[src/rtl/mult_div_unit_if.sv]
// Operand, MT-write and HI/LO result bundle between the register file/control and mult_div_unit.
// Master drives operands/requests; slave returns busy, done and the HI/LO registers.
interface mult_div_unit_if;
  logic        start_i;
  logic [1:0]  op_i;
  logic [31:0] rs_data_i;
  logic [31:0] rt_data_i;
  logic        mthi_i;
  logic        mtlo_i;
  logic [31:0] mt_data_i;
  logic        busy_o;
  logic        done_o;
  logic [31:0] hi_o;
  logic [31:0] lo_o;

  modport master (
    output start_i, op_i, rs_data_i, rt_data_i, mthi_i, mtlo_i, mt_data_i,
    input  busy_o, done_o, hi_o, lo_o
  );

  modport slave (
    input  start_i, op_i, rs_data_i, rt_data_i, mthi_i, mtlo_i, mt_data_i,
    output busy_o, done_o, hi_o, lo_o
  );
endinterface

[src/rtl/mult_div_unit.sv]
// Iterative 32-bit MULT/MULTU/DIV/DIVU into HI/LO; result and done_o 34 cycles after the start edge.
// No backpressure: start_i and MTHI/MTLO are ignored (not queued) while busy_o is high.
module mult_div_unit (
  input  logic           clk,
  input  logic           rst_n,
  mult_div_unit_if.slave bus
);

  typedef enum logic [1:0] {
    S_IDLE  = 2'd0,
    S_CALC  = 2'd1,
    S_FIXUP = 2'd2
  } state_t;

  state_t      r_state;
  state_t      w_state_nxt;
  logic [1:0]  r_op;
  logic [31:0] r_rs_orig;
  logic [31:0] r_a;
  logic [31:0] r_b;
  logic        r_neg_a;
  logic        r_neg_b;
  logic [5:0]  r_cnt;
  logic [32:0] r_p;
  logic [31:0] r_q;
  logic [31:0] r_hi;
  logic [31:0] r_lo;
  logic        r_done;

  // Start-time operand magnitudes; two's-complement negation maps 0x80000000 to 2^31.
  logic        w_in_signed;
  logic        w_rs_neg;
  logic        w_rt_neg;
  logic [31:0] w_rs_mag;
  logic [31:0] w_rt_mag;

  assign w_in_signed = ~bus.op_i[0];
  assign w_rs_neg    = w_in_signed & bus.rs_data_i[31];
  assign w_rt_neg    = w_in_signed & bus.rt_data_i[31];
  assign w_rs_mag    = w_rs_neg ? (~bus.rs_data_i + 32'd1) : bus.rs_data_i;
  assign w_rt_mag    = w_rt_neg ? (~bus.rt_data_i + 32'd1) : bus.rt_data_i;

  logic        w_is_div;
  logic        w_signed;
  logic [31:0] w_madd;
  logic [32:0] w_msum;
  logic [32:0] w_trial;
  logic [33:0] w_diff;
  logic        w_fits;

  assign w_is_div = r_op[1];
  assign w_signed = ~r_op[0];

  // Multiply: {r_p, r_q} is the accumulator with the multiplier shifting out of r_q LSB first.
  assign w_madd = r_q[0] ? r_a : 32'd0;
  assign w_msum = {1'b0, r_p[31:0]} + {1'b0, w_madd};

  // Divide: r_p is the partial remainder, r_q shifts dividend bits out and quotient bits in.
  assign w_trial = {r_p[31:0], r_q[31]};
  assign w_diff  = {1'b0, w_trial} - {2'b00, r_b};
  assign w_fits  = ~w_diff[33];

  logic        w_sign_diff;
  logic [63:0] w_prod;
  logic [63:0] w_prod_fix;
  logic [31:0] w_quo_fix;
  logic [31:0] w_rem_fix;

  assign w_sign_diff = w_signed & (r_neg_a ^ r_neg_b);
  assign w_prod      = {r_p[31:0], r_q};
  assign w_prod_fix  = w_sign_diff ? (~w_prod + 64'd1) : w_prod;
  assign w_quo_fix   = w_sign_diff ? (~r_q + 32'd1) : r_q;
  assign w_rem_fix   = (w_signed & r_neg_a) ? (~r_p[31:0] + 32'd1) : r_p[31:0];

  always_ff @(posedge clk or negedge rst_n) begin
    if (!rst_n) begin
      r_state <= S_IDLE;
    end else begin
      r_state <= w_state_nxt;
    end
  end

  always_comb begin
    w_state_nxt = r_state;
    case (r_state)
      S_IDLE:  if (bus.start_i) w_state_nxt = S_CALC;
      S_CALC:  if (r_cnt == 6'd31) w_state_nxt = S_FIXUP;
      S_FIXUP: w_state_nxt = S_IDLE;
      default: w_state_nxt = S_IDLE;
    endcase
  end

  always_ff @(posedge clk or negedge rst_n) begin
    if (!rst_n) begin
      r_op      <= 2'd0;
      r_rs_orig <= 32'd0;
      r_a       <= 32'd0;
      r_b       <= 32'd0;
      r_neg_a   <= 1'b0;
      r_neg_b   <= 1'b0;
      r_cnt     <= 6'd0;
      r_p       <= 33'd0;
      r_q       <= 32'd0;
      r_hi      <= 32'd0;
      r_lo      <= 32'd0;
      r_done    <= 1'b0;
    end else begin
      r_done <= 1'b0;
      case (r_state)
        S_IDLE: begin
          if (bus.start_i) begin
            r_op      <= bus.op_i;
            r_rs_orig <= bus.rs_data_i;
            r_a       <= w_rs_mag;
            r_b       <= w_rt_mag;
            r_neg_a   <= w_rs_neg;
            r_neg_b   <= w_rt_neg;
            r_cnt     <= 6'd0;
            r_p       <= 33'd0;
            r_q       <= bus.op_i[1] ? w_rs_mag : w_rt_mag;
          end else begin
            if (bus.mthi_i) r_hi <= bus.mt_data_i;
            if (bus.mtlo_i) r_lo <= bus.mt_data_i;
          end
        end
        S_CALC: begin
          r_cnt <= r_cnt + 6'd1;
          if (w_is_div) begin
            r_p <= w_fits ? w_diff[32:0] : w_trial;
            r_q <= {r_q[30:0], w_fits};
          end else begin
            r_p <= {1'b0, w_msum[32:1]};
            r_q <= {w_msum[0], r_q[31:1]};
          end
        end
        S_FIXUP: begin
          r_done <= 1'b1;
          if (!w_is_div) begin
            r_hi <= w_prod_fix[63:32];
            r_lo <= w_prod_fix[31:0];
          end else if (r_b == 32'd0) begin
            r_hi <= r_rs_orig;
            r_lo <= 32'hFFFF_FFFF;
          end else begin
            r_hi <= w_rem_fix;
            r_lo <= w_quo_fix;
          end
        end
        default: ;
      endcase
    end
  end

  assign bus.busy_o = (r_state != S_IDLE);
  assign bus.done_o = r_done;
  assign bus.hi_o   = r_hi;
  assign bus.lo_o   = r_lo;

endmodule

[src/flat_wrapper.sv]
// flat-port wrapper written by rule: the top's interface ports become plain ports
module mult_div_unit_flat 
  (clk, rst_n, bus_start_i, bus_op_i, bus_rs_data_i, bus_rt_data_i, bus_mthi_i, bus_mtlo_i, bus_mt_data_i, bus_busy_o, bus_done_o, bus_hi_o, bus_lo_o);
  mult_div_unit_if bus_i ();
  input  logic clk;
  input  logic rst_n;
  input wire logic [$bits(bus_i.start_i)-1:0] bus_start_i;
  input wire logic [$bits(bus_i.op_i)-1:0] bus_op_i;
  input wire logic [$bits(bus_i.rs_data_i)-1:0] bus_rs_data_i;
  input wire logic [$bits(bus_i.rt_data_i)-1:0] bus_rt_data_i;
  input wire logic [$bits(bus_i.mthi_i)-1:0] bus_mthi_i;
  input wire logic [$bits(bus_i.mtlo_i)-1:0] bus_mtlo_i;
  input wire logic [$bits(bus_i.mt_data_i)-1:0] bus_mt_data_i;
  output wire logic [$bits(bus_i.busy_o)-1:0] bus_busy_o;
  output wire logic [$bits(bus_i.done_o)-1:0] bus_done_o;
  output wire logic [$bits(bus_i.hi_o)-1:0] bus_hi_o;
  output wire logic [$bits(bus_i.lo_o)-1:0] bus_lo_o;
  assign bus_i.start_i = bus_start_i;
  assign bus_i.op_i = bus_op_i;
  assign bus_i.rs_data_i = bus_rs_data_i;
  assign bus_i.rt_data_i = bus_rt_data_i;
  assign bus_i.mthi_i = bus_mthi_i;
  assign bus_i.mtlo_i = bus_mtlo_i;
  assign bus_i.mt_data_i = bus_mt_data_i;
  assign bus_busy_o = bus_i.busy_o;
  assign bus_done_o = bus_i.done_o;
  assign bus_hi_o = bus_i.hi_o;
  assign bus_lo_o = bus_i.lo_o;
  mult_div_unit u_core (.clk(clk), .rst_n(rst_n), .bus(bus_i));
endmodule
[config.mk]
export PLATFORM = sky130hd
export DESIGN_NAME = mult_div_unit_flat
export DESIGN_NICKNAME = d
export VERILOG_FILES = /design/src/rtl/mult_div_unit_if.sv /design/src/rtl/mult_div_unit.sv /design/src/flat_wrapper.sv
export SDC_FILE = /design/constraint.sdc
export NUM_CORES = 1
export LEC_CHECK = 0
export BUFFER_PORTS_ARGS = -buffer_cell sky130_fd_sc_hd__buf_2
export CAP_MARGIN = 20
export CORE_MARGIN = 2
export CORE_UTILIZATION = 55
export CTS_CLUSTER_DIAMETER = 30
export DETAILED_ROUTE_END_ITERATION = 12
export PLACE_DENSITY = 0.75
export SLEW_MARGIN = 25
export SYNTH_ARGS = -nofsm -noshare
export SYNTH_HDL_FRONTEND = slang
export SYNTH_SLANG_ARGS = --single-unit
[constraint.sdc]
create_clock -name clk -period 4.8 [get_ports clk]
set_clock_uncertainty 0.1 [all_clocks]
set_input_delay 1.2 -clock clk [delete_from_list [all_inputs] [get_ports clk]]
set_output_delay 1.2 -clock clk [all_outputs]
set_load 0.05 [all_outputs]
==> impl_metrics.yaml <==
yosys:
  ys_warn_count: 0
  synth_top_family_by_area: "compound AO/OA/AOI/OAI gates"
  synthArstFlopShare: 1.00
  ys.flop_type: "dfrtp_1"
  synth_cells: 2260
  synth_seq_area_share: 0.329
  avgSynthCellArea_um2: 7.93
  synth-seq-cells: 236
  synth-simple-area-share: 0.207
  synth_nets: 2434
  synth.distinct_cells: 80
  synth_area_mm2: 0.0179
  synth_xor_area_frac: 0.0963
  muxShareOfSynthArea: 0.0377
  synth_edf_count: 0
  synth-compound-area-share: 0.231
  yosys.area_share.adder: 0.0504
floorplanning:
  pin_count: 169
  dieHeight_um: 185
  start_util: 0.555
  core_area_mm2: 0.0323
  dieArea_mm2: 0.0340
  rows: 66
  fp.dieW_um: 185
min_path:
  hold-path-cell-count: 2
  hold_start: "u_core.r_a[23]"
  worstHoldPathType: "reg -> reg"
  hold_end: "u_core.r_a[23]"
critical_path:
  worstSetupEndpointType: "register"
  reg2reg_slack_ns: 0.81
  crit_family: "simple AND/OR/NAND/NOR gates"
  critPathArrivalTime_ns: 4.36
  reg2reg_depth: 9
  cp_num_buf_inv: 0
  cpPeakStageDelay_ns: 0.79
  worst-setup-path-type: "reg -> reg"
  slowest_stage: "nor2_1"
  cp_data_required_time_ns: 5.17
  cp-start-kind: "register"
  reg2reg_from: "u_core.r_q[4]"
  crit_chain: "or4_1 > nor4_1 > nand4_1 > nor2_1 > a21oi_1 > xnor2_1 > o221ai_1 > o21ai_0 > o21ai_0"
  crit_fanout: 6
  cp_common_cell: "o21ai_0"
  r2r_end: "u_core.bus.hi_o[29]"
sta:
  hold_viol_final: 0
  setup_tns_ns: 0
  finalSetupViolations: 0
  final_max_slew_viol_count: 0
  post-route-period-util: 0.832
  finalCriticalPeriod_ns: 3.99
  rsz0062_at_grt: "false"
  relSlewSlack: 0.299
  tightest_slew_ns: 1.05
  max_freq_ghz: 0.251
power_and_ir_drop:
  p_seq_frac: 0.227
  p_per_area_mw_per_mm2: 880
  internal_power_mw: 9.48
  ir_drop_mv: 0.728
  p_clk_frac: 0.208
  p_sw_mw: 9.01
  switching_share: 0.487
  p_leak_nw: 9.51
  combPwrFrac: 0.566
cts:
  clockBufferDepth: 3
  cts.clk_slew.worst_paths_ns: 0.05
  cts.sinks: 236
  cts_tree: "done"
  clkLatencyLatePin_ns: 0.58
  cts-root-buf: "clkbuf_16"
  cts_hold_buf: 0
  h-tree-depth: 2
  numCtsBuffers: 55
  post_cts_resized: 0
  postCtsSetupBuffers: 0
layout:
  layout.nets: 2544
  drive_gt1_frac: 0.149
  post-route-util: 0.651
  syn_to_final_growth_pct: 17.3
job:
  max_cap_violations: 0
outcome:
  status: "complete, no violations"
global_route:
  grt_pass1_wl_mm: 101
  grt_pass1_vias: 17346
  antenna_found_initial: 2
  grt_max_degree: 105
  grt.total_usage: 0.385
  globalRouteOverflowTotal: 0
placement:
  portBuffers: 168
  gp_congestion: 1.04
  hpwl_mm: 49.3
route:
  route.detailed.drc: 0
  avgRoutedWirePerCell_um: 23.2
  routed_wl_mm: 66.2
  vias_per_cell: 6.45
  vias: 18457
  dr.pass1.iters: 6
  ant_nets: 0
  drtIter0Drc: 2181
## worst register-to-register path, delay by kind of cell, from the launching register on
| family | cells | cell delay [ns] |
|---|---|---|
| and+or+nand+nor | 4 | 2.24 |
| AOI/OAI and AO/OA | 4 | 0.92 |
| DFF | 1 | 0.45 |
| xor gates and xnor gates | 1 | 0.18 |
## area by class of cell
| cell class | instances | area, µm² |
|---|---|---|
| Multi-Input combinational cell | 1800 | 11200 |
| Antenna cell | 1 | 2.50 |
| Inverter | 63 | 236 |
| Sequential cell | 236 | 5910 |
| Clock inverter | 40 | 447 |
| Tap cell | 442 | 553 |
| Timing Repair Buffer | 214 | 1210 |
| Fill cell | 2800 | 11300 |
| Clock buffer | 64 | 1460 |
## layer usage
layer,global-route usage,up-vias,share of wire
li1,-,8292,-
met1,0.521,8896,0.40
met2,0.591,1059,0.44
met3,0.0753,208,0.10
met4,0.189,2,0.053
met5,0,-,0.00017
## how the worst max path moves through the flow
| stage | endpoint | depth (start not counted) | start |
|---|---|---|---|
| finish | u_core.bus.hi_o[29] | 9 | u_core.r_q[4] |
| global route | u_core.bus.hi_o[29] | 9 | u_core.r_q[8] |
| CTS | u_core.bus.hi_o[29] | 9 | u_core.r_q[4] |
| detailed placement | u_core.r_q[23] | 9 | bus_rs_data_i[4] |
| global placement | u_core.r_q[29] | 10 | bus_rs_data_i[4] |
| floorplan | u_core.r_p[31] | 15 | u_core.r_q[0] |
## cell usage after synthesis (21+ instances only)
cell / number / area [µm²]
a31oi_1: 21 / 131
nand2b_1: 22 / 138
o31ai_1: 27 / 203
o21ai_0: 250 / 1250
ha_1: 69 / 863
clkbuf_1: 146 / 548
or3_1: 24 / 150
nor2_1: 167 / 627
and2_1: 37 / 231
a21oi_1: 152 / 761
mux2i_1: 63 / 631
nor3_1: 79 / 395
xnor2_1: 100 / 876
inv_1: 63 / 236
nor4_1: 21 / 131
nand2_1: 325 / 1220
o22ai_1: 35 / 219
a21o_1: 23 / 173
dfrtp_1: 236 / 5910
xor2_1: 97 / 850
## placed cells by master, fill, tap and decap left out, types with 23 or more instances in the layout
cell and n:
nand2_1 323, o21ai_0 250, dfrtp_1 235, buf_2 167
nor2_1 163, a21oi_1 152, xnor2_1 100, xor2_1 97
nor3_1 79, ha_1 69, mux2i_1 63, inv_1 62
clkbuf_16 56, buf_4 45, and2_1 37, o22ai_1 35
o31ai_1 27, or3_1 24, a21o_1 23
## state kept, by name, indices dropped and copies added (netlist names), 2 cells and up
signal / count
u_core.r_state: 2
u_core.r_cnt: 6
u_core.r_rs_orig: 31
u_core.r_op: 2
u_core.bus.lo_o: 32
u_core.r_b: 32
u_core.bus.hi_o: 32
u_core.r_a: 32
u_core.r_q: 32
u_core.r_p: 32
## per-stage QoR
stage | setup slack, ns | std cells | total power [mW] | hold WS, ns | area, µm²
2_1_floorplan | 1.22 | 2260 | 11.5 | 0.337 | 17900
5_1_grt | 0.726 | 2859 | 19.6 | 0.397 | 21000
6_report | 0.809 | 2860 | 18.5 | 0.370 | 21000
3_5_place_dp | 0.814 | 2755 | 14.3 | 0.363 | 19100
3_3_place_gp | 0.852 | 2755 | 14.1 | 0.357 | 19100
4_1_cts | 0.947 | 2859 | 18.2 | 0.372 | 21000
## cell families (layout without fill, tap and decap cells)
kind of cell,count (synthesis),in the layout
AO/OA/AOI/OAI,675,675
XOR/XNOR,197,197
adder cells (fa/ha/maj),71,71
buffers and inverters,224,381
flip-flops,236,236
multiplexers,67,67
other,0,1
AND/OR/NAND/NOR,790,790
## power groups by stage
stage	Sequential [mW]	Combinational, mW	Clock [mW]
floorplan	4.35	7.13	0
global route	4.26	11.4	3.94
CTS	4.12	10.3	3.84
global placement	4.11	10.0	0
detailed placement	4.14	10.2	0
finish	4.19	10.5	3.84
No activity file was read; power rests on OpenSTA's default activity.
